$ cat src/rtl/dram_burst_reader.sv
// DRAM read engine: splits a kick request into page-safe read bursts and streams the returned words.
// Optional build macro READ_TIMEOUT_EN adds an S_DATA watchdog that aborts and raises err.
module dram_burst_reader #(
  parameter int ADDR_WIDTH = 32,
  parameter int BURST_LEN  = 16,
  parameter int PAGE_BYTES = 4096,
  parameter int TIMEOUT    = 1024
) (
  input  logic                  clk,
  input  logic                  rst,
  input  logic                  kick,
  output logic                  busy,
  input  logic [31:0]           read_num,
  input  logic [ADDR_WIDTH-1:0] read_addr,
  output logic [31:0]           buf_dout,
  output logic                  buf_we,
  output logic                  mem_cmd_valid,
  input  logic                  mem_cmd_ready,
  output logic [ADDR_WIDTH-1:0] mem_cmd_addr,
  output logic [7:0]            mem_cmd_len,
  input  logic                  mem_rd_valid,
  input  logic [31:0]           mem_rd_data,
  output logic                  err
);

  // state  | meaning
  // S_IDLE | waiting for kick
  // S_CMD  | presenting one burst command until the controller accepts it
  // S_DATA | collecting the beats of the outstanding burst
  // S_DONE | one-cycle tail that drops busy
  typedef enum logic [1:0] {S_IDLE, S_CMD, S_DATA, S_DONE} state_t;

  localparam int PAGE_BITS = $clog2(PAGE_BYTES);

  if (BURST_LEN < 1 || BURST_LEN > 256 || PAGE_BYTES < 4 * BURST_LEN || TIMEOUT < 1 ||
      ADDR_WIDTH <= PAGE_BITS) begin : g_bad_params
    $error("dram_burst_reader: illegal parameter combination");
  end

  state_t                state;
  logic [ADDR_WIDTH-1:0] cur_addr;
  logic [31:0]           remaining;
  logic [8:0]            beats_r;
  logic [8:0]            beat_cnt;
  logic [31:0]           page_words;
  logic [8:0]            lim;
  logic [8:0]            beats;

  // Burst size is the smallest of what is left, the burst cap and the words up to the page end.
  always_comb begin
    page_words = (32'(PAGE_BYTES) - 32'(cur_addr[PAGE_BITS-1:0])) >> 2;
    lim        = (page_words < 32'(BURST_LEN)) ? 9'(page_words) : 9'(BURST_LEN);
    beats      = (remaining < 32'(lim)) ? 9'(remaining) : lim;
  end

`ifdef READ_TIMEOUT_EN
  localparam logic [31:0] WDOG_LOAD = 32'(TIMEOUT - 1);
  logic [31:0] wdog;
`else
  assign err = 1'b0;
`endif

  always_ff @(posedge clk or negedge rst) begin
    if (!rst) begin
      state         <= S_IDLE;
      busy          <= 1'b0;
      buf_we        <= 1'b0;
      buf_dout      <= '0;
      mem_cmd_valid <= 1'b0;
      mem_cmd_addr  <= '0;
      mem_cmd_len   <= '0;
      cur_addr      <= '0;
      remaining     <= '0;
      beats_r       <= '0;
      beat_cnt      <= '0;
`ifdef READ_TIMEOUT_EN
      wdog          <= '0;
      err           <= 1'b0;
`endif
    end else begin
      buf_we <= 1'b0;
      case (state)
        S_IDLE: begin
          if (kick) begin
            cur_addr  <= read_addr & ~ADDR_WIDTH'(3);
            remaining <= read_num;
            busy      <= 1'b1;
`ifdef READ_TIMEOUT_EN
            err       <= 1'b0;
`endif
            state     <= (read_num == 32'd0) ? S_DONE : S_CMD;
          end
        end
        S_CMD: begin
          // First cycle loads the command registers; they then hold until the handshake.
          if (!mem_cmd_valid) begin
            mem_cmd_valid <= 1'b1;
            mem_cmd_addr  <= cur_addr;
            mem_cmd_len   <= 8'(beats - 9'd1);
            beats_r       <= beats;
          end else if (mem_cmd_ready) begin
            mem_cmd_valid <= 1'b0;
            beat_cnt      <= '0;
`ifdef READ_TIMEOUT_EN
            wdog          <= WDOG_LOAD;
`endif
            state         <= S_DATA;
          end
        end
        S_DATA: begin
          if (mem_rd_valid) begin
            buf_dout <= mem_rd_data;
            buf_we   <= 1'b1;
`ifdef READ_TIMEOUT_EN
            wdog     <= WDOG_LOAD;
`endif
            if (beat_cnt == beats_r - 9'd1) begin
              remaining <= remaining - 32'(beats_r);
              cur_addr  <= cur_addr + ADDR_WIDTH'({beats_r, 2'b00});
              state     <= (remaining == 32'(beats_r)) ? S_DONE : S_CMD;
            end else begin
              beat_cnt <= beat_cnt + 9'd1;
            end
          end
`ifdef READ_TIMEOUT_EN
          else if (wdog == 32'd0) begin
            err   <= 1'b1;
            state <= S_DONE;
          end else begin
            wdog <= wdog - 32'd1;
          end
`endif
        end
        S_DONE: begin
          busy  <= 1'b0;
          state <= S_IDLE;
        end
        default: state <= S_IDLE;
      endcase
    end
  end

endmodule

$ cat config.mk
export PLATFORM = sky130hd
export DESIGN_NAME = dram_burst_reader
export DESIGN_NICKNAME = d
export VERILOG_FILES = /design/src/rtl/dram_burst_reader.sv
export SDC_FILE = /design/constraint.sdc
export NUM_CORES = 1
export LEC_CHECK = 0
export CORE_MARGIN = 2
export CORE_UTILIZATION = 34
export DETAILED_ROUTE_END_ITERATION = 10
export HOLD_SLACK_MARGIN = 0.06
export SETUP_SLACK_MARGIN = 0.3
export SYNTH_ARGS = -nofsm -noshare
export SYNTH_HDL_FRONTEND = slang
export SYNTH_SLANG_ARGS = --single-unit
$ cat constraint.sdc
create_clock -name clk -period 5.4 [get_ports clk]
set_input_delay 1.08 -clock clk [delete_from_list [all_inputs] [get_ports clk]]
set_output_delay 1.08 -clock clk [all_outputs]
set_load 0.02 [all_outputs]
# Yosys cells after proc, flatten, opt, wreduce, memory -nomap -nowiden
# Index checks and enable logic that the tools add are counted.
[totals]
mem_bits_ro = 0
memories = 0
regBits = 159
latchBits = 0
input_bits = 101
ramBits = 0
word_cells = 71
[op_classes]
n_eq_ne = 11
n_bitwise = 1
add_sub_neg = 6
n_mul = 0
muxes = 29
n_lt_le_gt_ge = 2
shifts = 0
n_reduce_logical = 11
div_mod_pow = 0
[op_table]
columns = ["op", "count"]
rows = [
  ["$mux 32", 6],
  ["$pmux 32 s2", 2],
  ["$mux 9", 6],
  ["$add 32x11->32", 1],
  ["$eq 32x9->1", 1],
  ["$logic_not 32->1", 1],
  ["$lt 32x9->1", 1],
  ["$sub 32x9->32", 1],
  ["$lt 30x5->1 const B", 1],
  ["$pmux 9 s2", 1],
  ["$mux 2", 7],
  ["$sub 13x12->14 const A", 1],
  ["$ne 2x2->1 const B", 6],
  ["$reduce_and 5->1", 2],
  ["$add 9x1->9 const B", 1],
  ["$eq 9x9->1", 1],
  ["$sub 9x1->9 const B", 1],
  ["$pmux 2 s4", 1],
  ["$sub 8x1->8 const B", 1],
  ["$reduce_and 2->1", 3],
  ["$reduce_bool 2->1", 3],
  ["$mux 1", 5],
  ["$eq 2x2->1 const B", 2],
  ["$reduce_and 4->1", 1],
  ["4 further kinds", 4],
]

# Depth between registers and ports, before layout
[depth]
ltp_word = 6
ltp_mapped = 22
ltp_nobuf = 20

# Worst setup path after synthesis
# OpenSTA, ideal clock, no wires.
[synth_timing]
path_type = "reg2reg"
startpoint = "reg cur_addr[3]"
endpoint = "reg mem_cmd_len[4]"
setup_slack_ns = 1.701
path_buffers = 2
arrival_time_ns = 3.635
stages_incl_launch_ff = 20
cell_sequence = "dfrtp_1 > inv_1 > ha_1 > nor4b_1 > a2bb2oi_1 > nor3_1 > clkbuf_1 > nand2_1 > ha_1 > a21oi_1 > a21oi_1 > o22ai_1 > nand3_1 > buf_2 > a31oi_1 > ha_1 > nor4bb_1 > nor2_1 > a211oi_1 > a21o_1"
[synth_via]
elab_chain_len = 6
[synth_lines]
columns = ["element", "line", "rtl"]
rows = [
  ["from (decl)", "41", "logic [ADDR_WIDTH-1:0] cur_addr;"],
  ["from (signal assigned)", "85", "cur_addr <= read_addr & ~ADDR_WIDTH'(3);"],
  ["from (signal assigned)", "119", "cur_addr <= cur_addr + ADDR_WIDTH'({beats_r, 2'b00});"],
  ["$sub 13x12->14 (*)", "51", "page_words = (32'(PAGE_BYTES) - 32'(cur_addr[PAGE_BITS-1:0])) >> 2;"],
  ["$lt 30x5->1", "52", "lim = (page_words < 32'(BURST_LEN)) ? 9'(page_words) : 9'(BURST_LEN);"],
  ["$mux 9 (*)", "52", ""],
  ["$lt 32x9->1", "53", "beats = (remaining < 32'(lim)) ? 9'(remaining) : lim;"],
  ["$mux 9 (*)", "53", ""],
  ["$sub 8x1->8 (*)", "99", "mem_cmd_len <= 8'(beats - 9'd1);"],
  ["to (signal assigned)", "99", ""],
  ["to (decl)", "20", "output logic [7:0] mem_cmd_len,"],
]
# Every way passes the cells marked *; elsewhere a longest branch is shown, timed or not.
# A chain may end at the register's enable or synchronous reset.

# Worst setup path in the final report
# Ends and elaborated chain as after synthesis.

==> out/metrics.yaml <==
status: "completed"
postCtsHoldBufs: 0
cts_tree: "done"
numCtsBuffers: 17
yosysSeqAreaShare: 0.433
drv_slew: 0
hold_path_depth: 2
hp-class: "reg -> reg"
fin_crit_ns: 4.00
fin_total_pwr_w: 0.00536
root_buffer: "clkbuf_16"
async_reset_ff_frac: 1.00
std_cell_rows: 59
track_usage: 0.187
clock.fmax_ghz: 0.250
vias: 8150
syn_avg_cell_area_sq_um: 8.82
coreArea_sq_mm: 0.0260
cts.sinks: 155
max_cap_violations: 0
path_max_fanout: 11
synth_ff_type: "dfrtp_1"
drt_iter0_drc: 655
finalClockSkew_ns: 0.0166
wl_per_cell_microns: 17.1
yosys_warnings: 0
hpwl_microns: 18300
fp.dieH_microns: 166
p_leak_nw: 4.84
power.density_mw_per_mm2: 463
via_per_inst: 5.39
postSynthCellCount: 1017
fin_nets: 1298
area_growth_pct: 29.2
clockBufferDepth: 2
initial_core_util: 0.345
wl_microns: 25800
critical_path_class: "reg -> reg"
final_common_cell: "clkdlybuf4s50_1"
grt_pass1_vias: 7834
ys_types: 65
synth_edf_count: 0
diodes: 0
portBuffers: 171
drive_gt1_frac: 0.0858
synth-seq-cells: 155
setup_viol_count_final: 0
io_pins: 177
ant_nets: 0
whs_ns: 0.479
htree_levels: 4
ir_drop_v: 0.000208
hold_viol: 0
fin_setup_tns_ns: 0
drc: 0
rsz0062_at_grt: "no"
critPathLaunchType: "flop"
post-route-period-util: 0.741
overflow: 0
crit_arrival_ns: 4.37
cts_setup_buffers: 0
final_cell_mix: "170 x clkdlybuf4s50_1, 164 x nand2_1, 155 x dfrtp_1, 78 x nor2_1, 72 x a21oi_1"
cts_resized: 0
multiInputGateArea_sq_mm: 0.00479
final.fill_count: 2583
clk_pin_slew_ns: 0.07
tightest_slew_ns: 1.05
drtPass1Iterations: 5
seq_area_sq_mm: 0.00388
antenna_found_initial: 0
clk_latency_ns: 0.43
rr_worst_depth: 18
critPathCaptureType: "flop"
die_area_sq_mm: 0.0277
synth_area_sq_mm: 0.00897
crit_required_ns: 5.77
gp_congestion: 0.859
die_width_microns: 166
max_slew_margin: 0.298
grt_pass1_wl_microns: 42000
grt_start_max_net_pins: 89
power by group:
part	switching (W)	internal, W	leakage, nW
Clock	0.000583	0.000674	0.304
Sequential	0.000443	0.00152	1.86
Combinational	0.00113	0.00101	2.68
sequential cells by signal (all words and copies together), names as in the netlist:
name and count:
beats_r 9, mem_cmd_valid 1, buf_we 1, state 2
buf_dout 32, remaining 32, mem_cmd_len 8, mem_cmd_addr 30
cur_addr 30, beat_cnt 9, busy 1
worst paths after layout:
path,startpoint,to,slack (ns)
worst max register to register,cur_addr[3],mem_cmd_len[4],1.40
worst max-delay path,cur_addr[3],mem_cmd_len[4],1.40
worst min register to register,mem_cmd_addr[5],mem_cmd_addr[5],0.48
max in group asynchronous,rst,remaining[30],3.60
min in group asynchronous,rst,remaining[20],0.62
worst min-delay path,mem_cmd_addr[5],mem_cmd_addr[5],0.48
routing by layer:
metal | wire, microns | vias up | global-route usage | share of wire
met5 | 0 | - | 0 | 0
met4 | 263 | 0 | 0.0420 | 0.010
met3 | 1230 | 17 | 0.0327 | 0.048
met2 | 12400 | 218 | 0.305 | 0.48
met1 | 12000 | 3965 | 0.261 | 0.46
li1 | - | 3950 | - | -
cell families (layout without fill, tap and decap cells):
logic type | after synthesis | count (layout) | synth area share
simple gates | 402 | 402 | 0.212
compound gates | 272 | 272 | 0.191
flops | 155 | 155 | 0.433
buf+inv | 84 | 239 | 0.0381
mux | 42 | 42 | 0.0521
fa+ha+maj | 33 | 33 | 0.0477
xor+xnor | 27 | 27 | 0.0264
other cells | 2 | 7 | 0.000838
cells in the mapped netlist, types with 3 or more instances:
cell type  number  area, sq um
a32oi_1         4         35.0
o21a_1          8         60.1
or4_4           3         33.8
ha_1           31          388
nor2_1         78          293
nand2_1       164          616
buf_2           6         30.0
nand3_1        37          185
a22oi_1         4         30.0
a2bb2oi_1       3         26.3
a21oi_1        72          360
and3_1         11         68.8
o22a_1          7         61.3
nor3_1         27          135
nor2b_1        11         68.8
nor4_1         15         93.8
o2bb2ai_1       4         35.0
xor2_1         11         96.3
o211ai_1        5         37.5
clkbuf_1       45          169
nand2b_1        8         50.1
buf_1           3         11.3
nand4_1        10         62.6
xnor2_1        16          140
nand3b_1        5         37.5
and2_1          6         37.5
a221oi_1        4         35.0
a41oi_1         6         52.6
buf_4           3         22.5
o31a_1          4         35.0
or3_1           7         43.8
a21o_1          8         60.1
mux2_2         33          372
mux2i_1         8         80.1
nor3b_1         3         22.5
inv_1          26         97.6
a31oi_1        16          100
a211oi_1       14          105
o31ai_1        16          120
o21ai_0        66          330
o22ai_1        17          106
dfrtp_1       155         3880
or2_2           7         43.8
per-stage QoR:
| step | instances | instance area (sq um) | utilization | setup slack (ns) |
|---|---|---|---|---|
| 6_report | 1512 | 11600 | 0.446 | 1.40 |
| 5_1_grt | 1512 | 11600 | 0.446 | 1.02 |
| 4_1_cts | 1512 | 11600 | 0.446 | 1.36 |
| 3_5_place_dp | 1480 | 11000 | 0.422 | 1.38 |
| 3_3_place_gp | 1480 | 11000 | 0.422 | 1.42 |
| 2_1_floorplan | 1022 | 8980 | - | 1.70 |
layout make-up:
cell class,count,area share
Multi-Input combinational cell,783,0.413
Timing Repair Buffer,181,0.154
Inverter,26,0.00843
Clock inverter,15,0.0162
Tap cell,335,0.0362
Clock buffer,17,0.0367
Sequential cell,155,0.335
worst max-delay path: stages (launching register included):
cell       delay (ns)
dfrtp_1          0.41
inv_1            0.18
ha_1             0.19
nor4b_1          0.22
a2bb2oi_1        0.14
nor3_1           0.21
buf_4            0.21
nand2_1          0.09
ha_1             0.33
a21oi_1          0.13
a21oi_1          0.08
o22ai_1          0.12
nand3_1          0.23
a31oi_1          0.28
ha_1             0.27
nor4bb_1         0.39
nor2_1           0.09
a211oi_1         0.24
a21o_1           0.11
Power figures use the tool's default switching activity.
